**config.mk**
```make
export PLATFORM = sky130hd
export DESIGN_NAME = jk_reg_bank
export DESIGN_NICKNAME = d
export VERILOG_FILES = /design/src/rtl/jk_reg_bank.sv
export SDC_FILE = /design/constraint.sdc
export NUM_CORES = 1
export LEC_CHECK = 0
export ABC_AREA = 1
export CAP_MARGIN = 20
export CORE_MARGIN = 5
export CORE_UTILIZATION = 40
export CTS_BUF_LIST = sky130_fd_sc_hd__clkbuf_4
export DETAILED_ROUTE_END_ITERATION = 16
export HOLD_SLACK_MARGIN = 0.02
export PLACE_DENSITY = 0.82
export REMOVE_ABC_BUFFERS = 1
export SKIP_CTS_REPAIR_TIMING = 1
export SYNTH_ARGS = -nofsm -noshare
export SYNTH_HDL_FRONTEND = slang
export SYNTH_SLANG_ARGS = --single-unit
```
**constraint.sdc**
```tcl
create_clock -name clk -period 1.4 [get_ports clk]
set_input_delay 0.28 -clock clk [delete_from_list [all_inputs] [get_ports clk]]
set_output_delay 0.28 -clock clk [all_outputs]
set_load 0.005 [all_outputs]
```
**src/rtl/jk_reg_bank.sv**
```systemverilog
// Multi-bit JK register bank: per-bit JK flops that share storage with
// parallel load, synchronous up-count (JK toggle chain) and serial left-shift.
module jk_reg_bank #(
    parameter int unsigned           WIDTH     = 8,
    parameter logic [WIDTH-1:0]      RESET_VAL = '0
) (
    input  logic             clk,
    input  logic             rst_n,
    input  logic             en,
    input  logic [1:0]       mode,
    input  logic [WIDTH-1:0] j,
    input  logic [WIDTH-1:0] k,
    input  logic [WIDTH-1:0] d,
    input  logic             ser_in,
    output logic [WIDTH-1:0] q,
    output logic [WIDTH-1:0] q_bar,
    output logic             ser_out,
    output logic             tc
);

    localparam logic [1:0] MODE_JK    = 2'b00;
    localparam logic [1:0] MODE_LOAD  = 2'b01;
    localparam logic [1:0] MODE_COUNT = 2'b10;
    localparam logic [1:0] MODE_SHIFT = 2'b11;

    logic [WIDTH-1:0] q_q;
    logic [WIDTH-1:0] q_d;
    logic             carry;

    always_comb begin
        q_d   = q_q;
        carry = 1'b1;
        if (en) begin
            case (mode)
                MODE_JK: begin
                    for (int i = 0; i < WIDTH; i++) begin
                        case ({j[i], k[i]})
                            2'b01:   q_d[i] = 1'b0;
                            2'b10:   q_d[i] = 1'b1;
                            2'b11:   q_d[i] = ~q_q[i];
                            default: q_d[i] = q_q[i];
                        endcase
                    end
                end
                MODE_LOAD: q_d = d;
                MODE_COUNT: begin
                    // bit i toggles only when every lower bit is already 1
                    for (int i = 0; i < WIDTH; i++) begin
                        if (carry) begin
                            q_d[i] = ~q_q[i];
                        end
                        carry = carry & q_q[i];
                    end
                end
                MODE_SHIFT: q_d = {q_q[WIDTH-2:0], ser_in};
                default:    q_d = q_q;
            endcase
        end
    end

    always_ff @(posedge clk) begin
        if (!rst_n) begin
            q_q <= RESET_VAL;
        end else begin
            q_q <= q_d;
        end
    end

    assign q       = q_q;
    assign q_bar   = ~q_q;
    assign ser_out = q_q[WIDTH-1];
    assign tc      = en && (mode == MODE_COUNT) && (&q_q);

endmodule

```
==> impl_metrics.toml, run 1 <==
[run_status]
status = "finished, violations left"
violations = "setup timing"

[place]
port_buffers = 47
gp_congestion = 0.859
place_worst_setup_slack_ns = -0.467
post-place-cells = 253
post-dp-hpwl_mm = 2.78

[worst_setup_path]
cp_max_fo = 2
end_kind = "primary output"
reg2regPathDepth = 8
worstSetupStartpointType = "primary input"
worst_ep_required_time_ns = 1.12
timing_worst_setup_path_type = "primary input to primary output"
worst-endpoint-arrival_ns = 1.21

[route]
firstDrtPassIters = 4
drt_iter0_markers = 62
routed_via_density = 5.08
route.detailed.wl_per_inst_um = 13.9
drc_errors = 0
dr_total_vias = 1310
totalWireLength_mm = 3.59
detail-route-antenna-nets = 0

[min_path]
worstHoldPathType = "primary input to register"
min_path_cells = 6

[sta]
max_clock_freq_ghz = 0.672
tightestPinTransition_ns = 0.360
rsz0062_at_grt = "yes"
timing.final.crit_share_pct = 106
slew_headroom_pct = 75.9
final.setup_skew_ns = 0.00417
fin_ws_ns = -0.0886
final_max_tran_viols = 0
period_needed_ns = 1.49
finalSetupViolCount = 1
final_hold_viols = 0

[power]
leakagePower_nw = 1.03
total_switching_power_w = 0.000315
powerDensity_nw_per_um2 = 527
power_switching_share_pct = 34.4
p_comb_share_pct = 50.7
intPower_w = 0.000601
share_clk_of_total_power_pct = 20.6
vdd.ir_drop.worst_mv = 0.473
pwr-share-seq_pct = 28.7

[logic_synthesis]
synthCells = 158
synth_area_um2 = 933
synth_top_area_share_pct = 18.1
syn-mean-instance-area_um2 = 5.91
ys_seq_area_share_pct = 17.2
yosysTopAreaCell = "sky130_fd_sc_hd__nand2_1"
yosys_register_bits = 8
yosysUniqueCellTypes = 22
synth_top_cells_by_area = "sky130_fd_sc_hd__nand2_1 18%, sky130_fd_sc_hd__dfxtp_1 17%, sky130_fd_sc_hd__ha_1 16%"
yosysWarnings = 0

[grt]
global_route_wire_length_before_repair_mm = 5.51
gr-total-overflow = 0
grt_start_max_net_pins = 9
vias_in_the_first_global_route = 1311
gr-usage-all-layers_pct = 20.4
antenna_violations_before_repair = 0

[run]
cap_violations = 0

[clock_tree]
clock_path_buffers = 2
tritoncts_num_sinks = 8
cts_htree_levels = 1
clock_latency_at_the_later_pin_of_the_worst_skew_pair_ns = 0.26
path_clk_slew_ns = 0.06
num_cts_buffers = 3
cts.root.buffer_cell = "sky130_fd_sc_hd__clkbuf_4"
tritoncts = "done"

[floorplanning]
initial_core_util_pct = 42.2
io-pin-count = 48
area_of_the_core_um2 = 2210
die_area_um2 = 3400
core.rowCount = 17
die_w_um = 58.3
die_height_um = 58.3

[final_layout]
final-instance-count-excl-fill = 258
num-nets-final = 274
drive_above_1_share_pct = 22.6
largest_reg_flops = 8
num_antenna_cells = 0
area.growth.synth_to_final_pct = 86.5
-- kinds of logic (layout without fill, tap and decap cells) --
kind of cell	Yosys count	count (layout)	share of synthesized area, %
fa+ha+maj	12	12	16.1
compound gates	25	25	15.0
simple gates	87	87	40.9
flops	8	8	17.2
buf+inv	26	98	10.9
-- synthesized netlist by cell type --
cell	number
sky130_fd_sc_hd__nand2_1	45
sky130_fd_sc_hd__nor2_1	21
sky130_fd_sc_hd__inv_1	20
sky130_fd_sc_hd__a21oi_1	12
sky130_fd_sc_hd__ha_1	12
sky130_fd_sc_hd__nand3_1	9
sky130_fd_sc_hd__dfxtp_1	8
sky130_fd_sc_hd__o21ai_0	5
sky130_fd_sc_hd__inv_2	4
sky130_fd_sc_hd__o211ai_1	4
sky130_fd_sc_hd__nor2_4	3
sky130_fd_sc_hd__nor3_1	3
sky130_fd_sc_hd__o21ai_1	2
sky130_fd_sc_hd__or2_2	2
sky130_fd_sc_hd__a31oi_1	1
sky130_fd_sc_hd__buf_4	1
sky130_fd_sc_hd__clkbuf_1	1
sky130_fd_sc_hd__nand2_2	1
sky130_fd_sc_hd__nand3b_1	1
sky130_fd_sc_hd__nand4_1	1
sky130_fd_sc_hd__nor3b_1	1
sky130_fd_sc_hd__o2111ai_1	1
-- cell type report --
cell class,count,area [um2]
Clock buffer,3,22.5
Fill cell,161,472
Inverter,24,92.6
Multi-Input combinational cell,124,702
Sequential cell,8,168
Tap cell,28,35.0
Timing Repair Buffer,71,721
-- placed cells by master, fill, tap and decap left out, types with 3 or more instances in the layout --
cell type | netlist | final
sky130_fd_sc_hd__inv_2 | 4 | 4
sky130_fd_sc_hd__o21ai_0 | 5 | 5
sky130_fd_sc_hd__o211ai_1 | 4 | 4
sky130_fd_sc_hd__dfxtp_2 | 0 | 6
sky130_fd_sc_hd__buf_4 | 1 | 22
sky130_fd_sc_hd__nor2_1 | 21 | 19
sky130_fd_sc_hd__inv_1 | 20 | 19
sky130_fd_sc_hd__ha_1 | 12 | 12
sky130_fd_sc_hd__nor2_4 | 3 | 3
sky130_fd_sc_hd__nand2_1 | 45 | 44
sky130_fd_sc_hd__dlymetal6s2s_1 | 0 | 25
sky130_fd_sc_hd__clkbuf_4 | 0 | 3
sky130_fd_sc_hd__nand3_1 | 9 | 9
sky130_fd_sc_hd__clkdlybuf4s50_1 | 0 | 22
sky130_fd_sc_hd__a21oi_1 | 12 | 10
-- final timing paths --
kind / startpoint / to / slack (ns)
worst max-delay path: en / tc / -0.09
worst min-delay path: k[0] / q[0] / 0.62
worst max register to register: q[0] / q[6] / 0.13
worst min register to register: q[7] / q[7] / 0.63
-- power groups by stage --
stage / Sequential, W / Clock (W) / Combinational (W)
detailed placement: 0.000264 / 0 / 0.000455
CTS: 0.000259 / 0.000193 / 0.000458
global route: 0.000265 / 0.000205 / 0.000509
floorplan: 0.000275 / 0 / 0.000159
global placement: 0.000262 / 0 / 0.000440
finish: 0.000263 / 0.000189 / 0.000464
-- critical path: stages --
cell and delay, ns:
sky130_fd_sc_hd__clkdlybuf4s50_1 0.50, sky130_fd_sc_hd__nand4_1 0.12, sky130_fd_sc_hd__nor3_1 0.16, sky130_fd_sc_hd__dlymetal6s2s_1 0.15
-- per-stage QoR --
step	TNS, ns	total power (W)	hold slack [ns]	utilization [%]	cell area, um2
finish	-0.0886	0.000916	0.617	78.7	1740
global route	-0.173	0.000979	0.651	78.7	1740
CTS	-3.43	0.000910	0.632	73.0	1620
detailed placement	-2.95	0.000719	0.620	72.0	1590
global placement	-2.59	0.000702	0.593	72.0	1590
floorplan	0	0.000434	0.400	-	922
-- layer usage --
metal | share of wire [%] | wire, um | GRT usage [%] | vias up
met5 | 0 | 0 | 0 | -
met4 | 1.8 | 63 | 9.60 | 0
met3 | 8.1 | 290 | 4.61 | 10
met2 | 51 | 1830 | 36.7 | 55
met1 | 39 | 1410 | 22.5 | 591
li1 | - | - | - | 654
Power figures use the tool's default switching activity.
==> run 2: changes to the inputs <==
--- a/config.mk
+++ b/config.mk
@@ -10,6 +10,7 @@
 export CORE_MARGIN = 5
 export CORE_UTILIZATION = 40
 export CTS_BUF_LIST = sky130_fd_sc_hd__clkbuf_4
+export CTS_CLUSTER_SIZE = 12
 export DETAILED_ROUTE_END_ITERATION = 16
 export HOLD_SLACK_MARGIN = 0.02
 export PLACE_DENSITY = 0.82
==> results of run 2 <==
No change in the layout: final DEF, timing and power equal those of run 1.
